[src/rtl/vlsu_pkg.sv]
// Shared VLSU types: the load meta-info bundle and the dispatch FSM encoding.
package vlsu_pkg;

  localparam int unsigned NR_VINSN = 8;
  localparam int unsigned ID_W     = $clog2(NR_VINSN);

  typedef struct packed {
    logic [ID_W-1:0] req_id;
    logic [1:0]      mode;
    logic [1:0]      sew;
    logic [4:0]      vd;
    logic [7:0]      vstart;
    logic            vm;
    logic [7:0]      cmt_cnt;
  } meta_glb_t;

  typedef enum logic {
    DS_IDLE,
    DS_FORK
  } dispatch_state_e;

endpackage

[src/rtl/vlsu_meta_fork.sv]
// N-way stream fork: each output keeps its valid until its own handshake.
// Outputs with en low are treated as already delivered.
module vlsu_meta_fork #(
  parameter int unsigned N = 3
) (
  input  logic         clk,
  input  logic         rst,
  input  logic         load,
  input  logic         active,
  input  logic [N-1:0] en,
  input  logic [N-1:0] ready,
  output logic [N-1:0] valid,
  output logic         last
);

  logic [N-1:0] sent;
  logic [N-1:0] fire;

  assign valid = {N{active}} & en & ~sent;
  assign fire  = valid & ready;
  assign last  = active && (&(sent | ~en | fire));

  // A new load restarts delivery for every consumer, even when it lands on the last handshake.
  always_ff @(posedge clk) begin
    if (rst) begin
      sent <= '0;
    end else if (load) begin
      sent <= '0;
    end else begin
      sent <= sent | fire;
    end
  end

endmodule

[src/rtl/vlsu_load_dispatch_ctrl.sv]
// VLSU load front-end: accepts one load micro-op, forks its meta info to the
// shuffle, sequential-load and mask units, and tracks in-flight reqIds until done.
module vlsu_load_dispatch_ctrl
  import vlsu_pkg::*;
#(
  parameter int unsigned NrVInsn     = NR_VINSN,
  parameter int unsigned MaxInflight = 4
) (
  input  logic                          clk_i,
  input  logic                          rst_i,
  input  logic                          req_valid_i,
  output logic                          req_ready_o,
  input  meta_glb_t                     req_i,
  output logic                          shf_meta_valid_o,
  input  logic                          shf_meta_ready_i,
  output logic                          seq_meta_valid_o,
  input  logic                          seq_meta_ready_i,
  output logic                          mask_meta_valid_o,
  input  logic                          mask_meta_ready_i,
  output meta_glb_t                     meta_o,
  input  logic [NrVInsn-1:0]            vinsn_done_i,
  output logic                          done_valid_o,
  output logic [$clog2(NrVInsn)-1:0]    done_id_o,
  output logic [NrVInsn-1:0]            busy_o,
  output logic                          idle_o
);

  localparam int unsigned IdW  = $clog2(NrVInsn);
  localparam int unsigned CntW = $clog2(MaxInflight + 1);

  dispatch_state_e   state;
  logic [CntW-1:0]   inflight;
  logic [NrVInsn-1:0] busy;
  logic              admissible;
  logic              fork_last;
  logic              accept;
  logic              done_hit;
  logic [IdW-1:0]    done_idx;
  logic [2:0]        fork_en;
  logic [2:0]        fork_ready;
  logic [2:0]        fork_valid;

  assign busy_o      = busy;
  assign admissible  = !busy[req_i.req_id] && (inflight < CntW'(MaxInflight));
  assign req_ready_o = admissible && ((state == DS_IDLE) || fork_last);
  assign accept      = req_valid_i && req_ready_o;
  assign idle_o      = (state == DS_IDLE) && (inflight == '0);

  // Consumer order is {mask, seq, shf}; the mask unit only sees masked loads.
  assign fork_en    = {!meta_o.vm, 2'b11};
  assign fork_ready = {mask_meta_ready_i, seq_meta_ready_i, shf_meta_ready_i};
  assign {mask_meta_valid_o, seq_meta_valid_o, shf_meta_valid_o} = fork_valid;

  vlsu_meta_fork #(
    .N (3)
  ) u_fork (
    .clk    (clk_i),
    .rst    (rst_i),
    .load   (accept),
    .active (state == DS_FORK),
    .en     (fork_en),
    .ready  (fork_ready),
    .valid  (fork_valid),
    .last   (fork_last)
  );

  always_comb begin
    done_idx = '0;
    for (int i = 0; i < NrVInsn; i++) begin
      if (vinsn_done_i[i]) done_idx = IdW'(i);
    end
  end

  // Completions for ids that are not in flight are dropped here.
  assign done_hit = |(vinsn_done_i & busy);

  always_ff @(posedge clk_i) begin
    if (rst_i) begin
      state  <= DS_IDLE;
      meta_o <= '0;
    end else if (accept) begin
      state  <= DS_FORK;
      meta_o <= req_i;
    end else if (fork_last) begin
      state  <= DS_IDLE;
    end
  end

  always_ff @(posedge clk_i) begin
    if (rst_i) begin
      busy         <= '0;
      inflight     <= '0;
      done_valid_o <= 1'b0;
      done_id_o    <= '0;
    end else begin
      busy <= (busy & ~vinsn_done_i) | (accept ? (NrVInsn'(1) << req_i.req_id) : '0);
      if (accept && !done_hit) begin
        inflight <= inflight + CntW'(1);
      end else if (!accept && done_hit) begin
        inflight <= inflight - CntW'(1);
      end
      done_valid_o <= done_hit;
      if (done_hit) done_id_o <= done_idx;
    end
  end

  a_done_onehot : assert property (@(posedge clk_i) disable iff (rst_i)
    $onehot0(vinsn_done_i));
  a_done_busy : assert property (@(posedge clk_i) disable iff (rst_i)
    (vinsn_done_i == '0) || ((vinsn_done_i & busy) != '0));
  a_inflight_max : assert property (@(posedge clk_i) disable iff (rst_i)
    inflight <= CntW'(MaxInflight));
  a_inflight_underflow : assert property (@(posedge clk_i) disable iff (rst_i)
    done_hit |-> (inflight != '0));

endmodule

[config.mk]
export PLATFORM = sky130hd
export DESIGN_NAME = vlsu_load_dispatch_ctrl
export DESIGN_NICKNAME = d
export VERILOG_FILES = /design/src/rtl/vlsu_pkg.sv /design/src/rtl/vlsu_meta_fork.sv /design/src/rtl/vlsu_load_dispatch_ctrl.sv
export SDC_FILE = /design/constraint.sdc
export NUM_CORES = 1
export LEC_CHECK = 0
export BUFFER_PORTS_ARGS = -buffer_cell sky130_fd_sc_hd__buf_2
export CAP_MARGIN = 20
export CORE_MARGIN = 2
export CORE_UTILIZATION = 45
export DETAILED_ROUTE_END_ITERATION = 8
export PLACE_DENSITY = 0.74
export SETUP_SLACK_MARGIN = 0.15
export SYNTH_ARGS = -nofsm -noshare
export SYNTH_HDL_FRONTEND = slang
export SYNTH_HIERARCHICAL = 1
export SYNTH_SLANG_ARGS = --single-unit
[constraint.sdc]
create_clock -name clk_i -period 7 [get_ports clk_i]
set_input_delay 1.05 -clock clk_i [delete_from_list [all_inputs] [get_ports clk_i]]
set_output_delay 1.05 -clock clk_i [all_outputs]
set_load 0.005 [all_outputs]
==> reports/qor.txt, run 1 <==
Synth Warn # -> 6
initial DRC count -> 114
H-tree levels -> 2
XOR/XNOR share of the synthesized area -> 0.00738
Pins Over Slew Limit -> 0
CTS Sinks -> 48
Reg2Reg Setup Slack -> 3120 ps
share of cells above drive strength 1 -> 0.321
post-placement cell count -> 387
Ports -> 89
syn avg cell area -> 9.97 um^2
core area -> 0.00511 mm^2
area of the multi-input gates -> 0.00128 mm^2
Resized cells post-CTS -> 0
WP depth -> 12
Slew HR -> 0.292
CTS tree -> built
remaining global-route overflow -> 0
Pwr Density -> 226 mW/mm^2
synthesized area -> 0.00237 mm^2
Mapped Cells -> 238
sequential share of the synthesized area -> 0.405
RSZ-0062 raised after global routing -> false
via count -> 1901
initial antenna violation count -> 0
final period utilization -> 0.599
slew at the pin closest to its max-slew limit -> 1060 ps
Die Span X -> 76.6 um
largest net degree at the start of global routing -> 78
multiplexer share of the synthesized area -> 0.144
wire per inst -> 12.4 um
Gate power share -> 0.256
type of the worst setup path -> input pin to flop
Tmin final -> 4190 ps
count of cell types in the netlist -> 42
drt first pass iters -> 4
Die Span Y -> 76.6 um
Leakage -> 1.29 nW
Switch Pwr -> 0.190 mW
Worst EP required -> 7220 ps
Synth Area in Simple Gates -> 0.274
GP Congestion -> 0.858
Critical Path Source Type -> input pin
Top FF cell, synth -> dfxtp_1
# hold bufs at CTS -> 0
Post-synth EDFFs -> 0
setup violators final -> 0
synth-to-layout area growth -> 21.0%
antenna diode count -> 0
Worst Skew -> 7.18 ps
Fill cells -> 481
Root Buffer -> clkbuf_8
Synth Area in Compound Gates -> 0.0901
vias in the first global route -> 1781
Most Frequent Cell on Critical Path -> nor3b_1
vias per cell -> 4.82
switching share of power -> 0.294
CP max FO -> 34
CP top delay family -> simple AND/OR/NAND/NOR gates
P_int -> 0.458 mW
Post-DRT Antenna Nets -> 0
Synth Register Bits -> 48
largest family of logic cells by synthesized area -> simple AND/OR/NAND/NOR gates
Skew-Pair Late Insertion Delay -> 290 ps
Worst Path Buf+Inv -> 2
Async SR Flop Fraction -> 0
maxcap violations -> 0
Seq pwr share -> 0.503
Max clock buf depth -> 2
Worst Hold Class -> flop to flop
status -> complete, no violations
critical path's largest stage delay -> 970 ps
dpl hpwl -> 3.46 mm
setup bufs post-CTS -> 0
fmax -> 238 MHz
drt total wl -> 4.90 mm
CP Capture Type -> flop
hold slack final -> 474 ps
initial core utilization -> 0.465
Final Hold Viols -> 0
IO Port Bufs -> 88
full die area -> 0.00587 mm^2
first-pass GRT wire length -> 8.20 mm
slowest stage cell, crit path -> o31a_2
Worst R2R Path Depth -> 12
drc violations -> 0
critical-path cell list -> buf_2, nor3b_1, nor4b_2, nor2b_1, nor3b_1, o31a_2, ha_1, inv_1, fa_1, xor2_1, or3_1, a21oi_1
VDD IR max -> 0.113 mV
worst hold path cell count -> 2
Layout Cells excl Fill -> 394
row cnt -> 26
Reg clk slew, reported paths -> 90 ps
Synth Area in Adders -> 0.0137
setup_tns -> 0 ps
Sequential Area -> 961 um^2
Worst Path Arrival -> 4420 ps
CTS Buf Count -> 5
Clock power frac -> 0.241
GRT Total Usage -> 0.172
nets@finish -> 369
==> Yosys cell counts, types with 3 or more instances <==
master | count | share of area
a311oi_1 | 3 | 0.011
nand4_1 | 3 | 0.0079
o21ai_0 | 3 | 0.0063
mux2i_1 | 30 | 0.13
dfxtp_1 | 48 | 0.40
a21oi_1 | 8 | 0.017
nor2_1 | 11 | 0.017
clkbuf_1 | 7 | 0.011
inv_1 | 7 | 0.011
buf_12 | 3 | 0.025
a22oi_1 | 4 | 0.013
a31oi_1 | 3 | 0.0079
nor3_1 | 5 | 0.011
nor3b_1 | 4 | 0.013
nand2_1 | 4 | 0.0063
nand2b_1 | 60 | 0.16
or2b_1 | 3 | 0.0095
==> worst register-to-register path, stage by stage (launching register included) <==
cell and delay (ps):
dfxtp_1 360, inv_1 80, nor3b_1 150, nor4b_2 260, nor2b_1 120, nor3b_1 500
o31a_2 970, ha_1 340, inv_1 70, fa_1 380, xor2_1 160, or3_1 300
a21oi_1 130
==> layout by cell type (no fill, tap or decap), types with 2 or more instances in the layout <==
| cell | Yosys | final |
|---|---|---|
| a21oi_1 | 8 | 8 |
| mux2_4 | 2 | 2 |
| o21ai_0 | 3 | 3 |
| xor2_1 | 2 | 2 |
| a311oi_1 | 3 | 3 |
| inv_1 | 7 | 7 |
| a32oi_1 | 2 | 2 |
| or2b_1 | 3 | 3 |
| a22oi_1 | 4 | 4 |
| nand4_1 | 3 | 3 |
| buf_2 | 1 | 88 |
| a31oi_1 | 3 | 3 |
| clkbuf_8 | 1 | 5 |
| conb_1 | 1 | 6 |
| nor2b_1 | 2 | 2 |
| dfxtp_1 | 48 | 48 |
| mux2i_1 | 30 | 30 |
| nand4b_1 | 2 | 2 |
| nor3b_1 | 4 | 4 |
| nand2_1 | 4 | 4 |
| nand3b_1 | 2 | 2 |
| nand2b_1 | 60 | 60 |
| nor2_1 | 11 | 11 |
| nor3_1 | 5 | 5 |
==> power groups by stage <==
stage	sequential (mW)	combinational [mW]	clock [mW]
after floorplan	0.332	0.122	0
after detailed placement	0.333	0.169	0
after global routing	0.331	0.184	0.174
final	0.326	0.166	0.156
after CTS	0.327	0.169	0.163
after global placement	0.332	0.163	0
==> routing by layer <==
metal	wire length, um	up-vias	part of all wire	global-route usage
li1	-	975	-	-
met1	2310	854	0.47	0.221
met2	2240	68	0.46	0.274
met3	289	4	0.059	0.0509
met4	56	0	0.011	0.0636
met5	0	-	0	0
==> cells by family (layout without fill, tap and decap cells) <==
| kind of cell | count (synthesis) | after routing |
|---|---|---|
| AO/OA/AOI/OAI | 27 | 27 |
| XOR/XNOR | 2 | 2 |
| adder cells (fa/ha/maj) | 2 | 2 |
| buffers and inverters | 21 | 102 |
| flip-flops | 48 | 48 |
| multiplexers | 33 | 33 |
| other | 1 | 6 |
| AND/OR/NAND/NOR | 104 | 104 |
==> through the flow <==
step / total power, mW / util / setup slack, ps / instance area [um^2]
after global placement: 0.495 / 0.547 / 2610 / 2790
after detailed placement: 0.501 / 0.547 / 2450 / 2790
after global routing: 0.689 / 0.562 / 2540 / 2870
after floorplan: 0.453 / - / 3480 / 2390
after CTS: 0.659 / 0.562 / 2770 / 2870
final: 0.648 / 0.562 / 2810 / 2870
==> state kept, by name, summed over array words and instances (netlist names) <==
signal,count
meta_o,29
busy_o,8
state,1
done_id_o,3
u_fork/sent,3
done_valid_o,1
inflight,3
==> final timing paths <==
path | from | to
worst max register to register | meta_o[8] | inflight[2]
worst max-delay path | mask_meta_ready_i | inflight[2]
worst min register to register | meta_o[24] | meta_o[24]
worst min-delay path | meta_o[24] | meta_o[24]
==> layout make-up <==
class | count | share of cell area
Tap cell | 70 | 0.0305
Multi-Input combinational cell | 174 | 0.445
Sequential cell | 48 | 0.335
Clock buffer | 6 | 0.0253
Inverter | 7 | 0.00915
Timing Repair Buffer | 88 | 0.153
Clock inverter | 1 | 0.00174
Note: power is estimated with default switching activity, not from simulation.
==> run 2: changes to the inputs <==
clock period = 4.1 ns   (was 7 ns; I/O delays follow)
==> run 2 against run 1 <==
Combinational power rose by 72%. Via count rose by 2.5%. Clock power rose by 130%. Sequential power rose by 71%. Clock-buffer cell count rose by 1. Cell area rose by 2.0%. Total power rose by 86%. Non-clock buffer count rose by 1. Die area did not move. Global-route usage fell by 0.41 points. Largest cell class unchanged.
==> reports/qor.txt, run 2 (synthesis gave the netlist of run 1 again) <==
Worst Hold Class -> flop to flop
CTS Sinks -> 48
drc violations -> 0
largest net degree at the start of global routing -> 78
nets@finish -> 370
RSZ-0062 raised after global routing -> false
Slew HR -> 0.314
Reg clk slew, reported paths -> 80 ps
fin util -> 0.573
Post-DRT Antenna Nets -> 0
dpl hpwl -> 3.52 mm
Fill cells -> 457
reg-to-reg critical path endpoint -> inflight[2]
share of cells above drive strength 1 -> 0.328
Max clock buf depth -> 2
Worst Setup SP -> meta_o[8]
hold endpoint -> meta_o[15]
Critical Path Source Type -> flop
synth-to-layout area growth -> 23.4%
Pwr Density -> 412 mW/mm^2
worst hold path cell count -> 2
Tmin final -> 2930 ps
first-pass GRT wire length -> 8.11 mm
Die Span X -> 76.6 um
setup violators final -> 0
status -> complete, no violations
CTS tree -> built
Reg2Reg Setup Slack -> 1170 ps
row cnt -> 26
antenna diode count -> 0
IO Port Bufs -> 88
slew at the pin closest to its max-slew limit -> 1030 ps
CTS Buf Count -> 5
initial DRC count -> 79
maxcap violations -> 0
Ports -> 89
Most flops, register -> meta_o
total power -> 1.21 mW
Pins Over Slew Limit -> 0
full die area -> 0.00587 mm^2
Die Span Y -> 76.6 um
vias per cell -> 4.92
Worst Path Arrival -> 3140 ps
most frequent cells in the layout -> buf_2, nand2b_1, dfxtp_1, mux2i_1, nor2_1
core area -> 0.00511 mm^2
Resized cells post-CTS -> 0
Hold Path Origin -> meta_o[15]
GP Congestion -> 0.875
Final Hold Viols -> 0
drt first pass iters -> 4
remaining global-route overflow -> 0
vias in the first global route -> 1803
initial antenna violation count -> 0
wire per inst -> 12.4 um
R2R Path Start -> meta_o[8]
commonest non-fill, non-tap cell in the layout -> buf_2
fmax -> 341 MHz
Leakage -> 1.32 nW
setup_tns -> 0 ps
# hold bufs at CTS -> 0
setup bufs post-CTS -> 0
max reg flops -> 29
Worst Skew -> 4.71 ps
GRT Total Usage -> 0.168
Worst R2R Path Depth -> 12
final period utilization -> 0.715
CP max FO -> 5
Worst EP required -> 4310 ps
H-tree levels -> 2
Skew-Pair Late Insertion Delay -> 290 ps
type of the worst setup path -> flop to flop
drt total wl -> 4.91 mm
via count -> 1949
initial core utilization -> 0.465
CP Capture Type -> flop
VDD IR max -> 0.168 mV
Root Buffer -> clkbuf_8
## run 2: stage by stage
stage                     cell area, um^2  hold WS [ps]  setup WS (ps)  cells
after floorplan                      2390           465           1010    243
after global placement               2800           456           1040    388
after detailed placement             2800           461            961    388
after CTS                            2930           476           1170    396
after global routing                 2930           499            939    396
final                                2930           472           1170    396
## run 2: routing by layer
layer / vias up / global-route usage / wire length, um
met1: 911 / 0.211 / 2310
li1: 979 / - / -
met2: 57 / 0.285 / 2360
met3: 2 / 0.0427 / 203
met5: - / 0 / 0
met4: 0 / 0.0491 / 40
## run 2: final cells by class
class,instances,area (um^2),share of cell area
Multi-Input combinational cell,174,1280,0.437
Tap cell,70,87.6,0.0299
Clock inverter,1,30.0,0.0103
Clock buffer,7,96.3,0.0329
Inverter,7,26.3,0.00897
Sequential cell,48,961,0.328
Timing Repair Buffer,89,448,0.153
## run 2: worst max path at each step
stage,to,depth (start not counted)
floorplan,inflight[2],13
global placement,inflight[2],12
detailed placement,inflight[2],12
CTS,inflight[2],12
global route,inflight[2],12
finish,inflight[2],12
## run 2: critical path, stage by stage, from the launching register on
cell and delay (ps):
dfxtp_1 350, inv_1 60, nor3b_1 140, nor4b_2 250
nor2b_1 120, nor3b_1 470, o31a_2 260, ha_1 180
inv_1 60, fa_1 370, xor2_1 160, or3_1 310
a21oi_1 140
## run 2: where the power goes
group	total, mW	internal [mW]	switching, mW
Sequential	0.557	0.519	0.0374
Clock	0.364	0.215	0.149
Combinational	0.285	0.146	0.139
==> run 3: changes to the inputs <==
ABC_AREA = 1   (was default)
CORE_UTILIZATION = 44   (was 45)
PLACE_DENSITY = 0.75   (was 0.74)
clock period = 2.6 ns   (was 4.1 ns; I/O delays follow)
==> run 3 against run 2 <==
Hold slack got worse by 120 ps. Largest power group unchanged. Critical endpoint unchanged. Clock power increased by 53%. First-iteration DRC count rose by 30%. Sequential share of layout area fell by 0.68 points. Setup slack got worse by 830 ps. Clock-buffer cell count shrank 2. Register-to-register slack got worse by 830 ps. Die area rose by 3.7%. Clock skew grew 0.85 ps. Combinational power increased to 2.9 times the previous value. Total power increased by 94%.
==> reports/qor.txt, run 3 <==
status -> complete, no violations
Max clock buf depth -> 2
Critical Path Source Type -> flop
type of the worst setup path -> flop to flop
Ports -> 89
max reg flops -> 29
Synth Warn # -> 6
Die Span X -> 78.0 um
Tmin final -> 2260 ps
maxcap violations -> 0
Most flops, register -> meta_o
Top FF cell, synth -> dfxtp_1
R2R Path Start -> meta_o[8]
initial core utilization -> 0.463
Reg clk slew, reported paths -> 90 ps
slowest stage cell, crit path -> dfxtp_2
setup bufs post-CTS -> 0
dominant cells by area after synthesis -> dfxtp_1, nor2_1, nand2_1, nand4_1, inv_1
first-pass GRT wire length -> 10.1 mm
Most Frequent Cell on Critical Path -> inv_1
Reg2Reg Setup Slack -> 340 ps
setup violators final -> 0
CTS Buf Count -> 5
H-tree levels -> 2
wire per inst -> 11.4 um
initial DRC count -> 103
# hold bufs at CTS -> 0
RSZ-0062 raised after global routing -> false
dpl hpwl -> 4.20 mm
core area -> 0.00520 mm^2
multiplexer share of the synthesized area -> 0
critical-path cell list -> inv_1, nand3_1, nand3_1, nor2_1, inv_1, nand2_2, nand2_2, inv_1, nand3_2, nor2_4, ha_1, inv_1, fa_2, a21oi_1, o21ai_1, o21ai_1, a21oi_1
Hold Path Origin -> vinsn_done_i[0]
worst hold path cell count -> 4
drt first pass iters -> 4
Worst Setup SP -> meta_o[8]
GRT Total Usage -> 0.202
CTS tree -> built
fmax -> 443 MHz
VDD IR max -> 0.383 mV
largest family of logic cells by synthesized area -> simple AND/OR/NAND/NOR gates
Mapped Cells -> 357
syn avg cell area -> 6.75 um^2
top cell type's share of synthesized area -> 0.399
Die Span Y -> 78.0 um
initial antenna violation count -> 0
IO Port Bufs -> 88
GP Congestion -> 0.846
Slew HR -> 0.664
synth cell count leaders -> nor2_1, nand2_1, inv_1, dfxtp_1, nand4_1
via count -> 2476
drc violations -> 0
row cnt -> 26
Worst EP required -> 2800 ps
Worst Skew -> 5.55 ps
Yosys top cell by area -> dfxtp_1
count of cell types in the netlist -> 29
largest net degree at the start of global routing -> 39
Final Hold Viols -> 0
reg-to-reg critical path endpoint -> inflight[2]
CP Capture Type -> flop
Worst Path Arrival -> 2460 ps
nets@finish -> 487
synthesized area -> 0.00241 mm^2
vias in the first global route -> 2315
sequential share of the synthesized area -> 0.399
Worst R2R Path Depth -> 17
antenna diode count -> 0
commonest non-fill, non-tap cell in the layout -> buf_2
CTS Sinks -> 48
Synth Register Bits -> 48
XOR/XNOR share of the synthesized area -> 0.00363
full die area -> 0.00609 mm^2
hold slack final -> 351 ps
synth-to-layout area growth -> 24.3%
Worst Path Buf+Inv -> 4
Skew-Pair Late Insertion Delay -> 300 ps
Post-synth EDFFs -> 0
hold endpoint -> busy_o[0]
Synth Area in Compound Gates -> 0.0649
CP top delay family -> simple AND/OR/NAND/NOR gates
count leader, synth -> nor2_1
drt total wl -> 5.85 mm
Worst Hold Class -> input pin to flop
Pwr Density -> 782 mW/mm^2
share of cells above drive strength 1 -> 0.260
vias per cell -> 4.83
final period utilization -> 0.869
CP max FO -> 3
slew at the pin closest to its max-slew limit -> 503 ps
setup_tns -> 0 ps
Synth Area in Simple Gates -> 0.368
Pins Over Slew Limit -> 0
Root Buffer -> clkbuf_8
Synth Area in Adders -> 0.0135
Leakage -> 1.65 nW
most frequent cells in the layout -> buf_2, nor2_1, nand2_1, inv_1, dfxtp_1
Async SR Flop Fraction -> 0
critical path's largest stage delay -> 360 ps
Post-DRT Antenna Nets -> 0
remaining global-route overflow -> 0
-- run 3: power by group --
group	total, mW	switching (mW)	internal, mW	leakage (nW)
Sequential	0.969	0.0890	0.880	0.396
Clock	0.556	0.266	0.290	0.0548
Combinational	0.818	0.470	0.348	1.20
-- run 3: worst max-delay path by stage --
| stage | to | cells after the start |
|---|---|---|
| floorplan | inflight[2] | 18 |
| global placement | inflight[2] | 18 |
| detailed placement | inflight[2] | 18 |
| CTS | inflight[2] | 17 |
| global route | inflight[2] | 17 |
| finish | inflight[2] | 17 |
-- run 3: logic make-up after synthesis --
family                   count (synthesis)
XOR/XNOR                                 1
buffers and inverters                   74
AND/OR/NAND/NOR                        204
flip-flops                              48
other                                    1
AO/OA/AOI/OAI                           27
adder cells (fa/ha/maj)                  2
-- run 3: layer usage --
layer  GRT usage  share of wire  vias to the layer above
li1            -              -                     1293
met3      0.0402          0.064                        8
met5           0              0                        -
met4      0.0632          0.013                        0
met2       0.353           0.49                       76
met1       0.251           0.43                     1099
-- run 3: cell type report --
cell class	instances	area, um^2
clock buffers	5	68.8
inverters	56	224
multi-input cells	238	1120
well taps	70	87.6
fillers	525	2210
repair buffers	93	490
flip-flops and latches	48	963
clock inverters	3	46.3
-- run 3: repair_timing --
| action | 4_1_cts | 5_1_grt |
|---|---|---|
| endpoints found under the hold margin | 0 | 0 |
| pin swaps | 0 | 2 |
| endpoints found under the setup margin | 1 | 1 |
| resized for setup | 1 | 8 |
-- run 3: worst min-delay path, cell delays in order --
cell     delay, ps
buf_2           90
inv_1           30
nand2_1         40
a21oi_1         60
-- run 3: metrics by stage --
step / instances / util / power, mW / setup WS [ps] / area (um^2)
2_1_floorplan: 360 / - / 1.53 / 250 / 2420
3_3_place_gp: 505 / 0.550 / 1.76 / 255 / 2860
3_5_place_dp: 505 / 0.550 / 1.78 / 155 / 2860
4_1_cts: 513 / 0.572 / 2.35 / 178 / 2980
5_1_grt: 513 / 0.576 / 2.54 / 144 / 3000
6_report: 513 / 0.576 / 2.34 / 341 / 3000
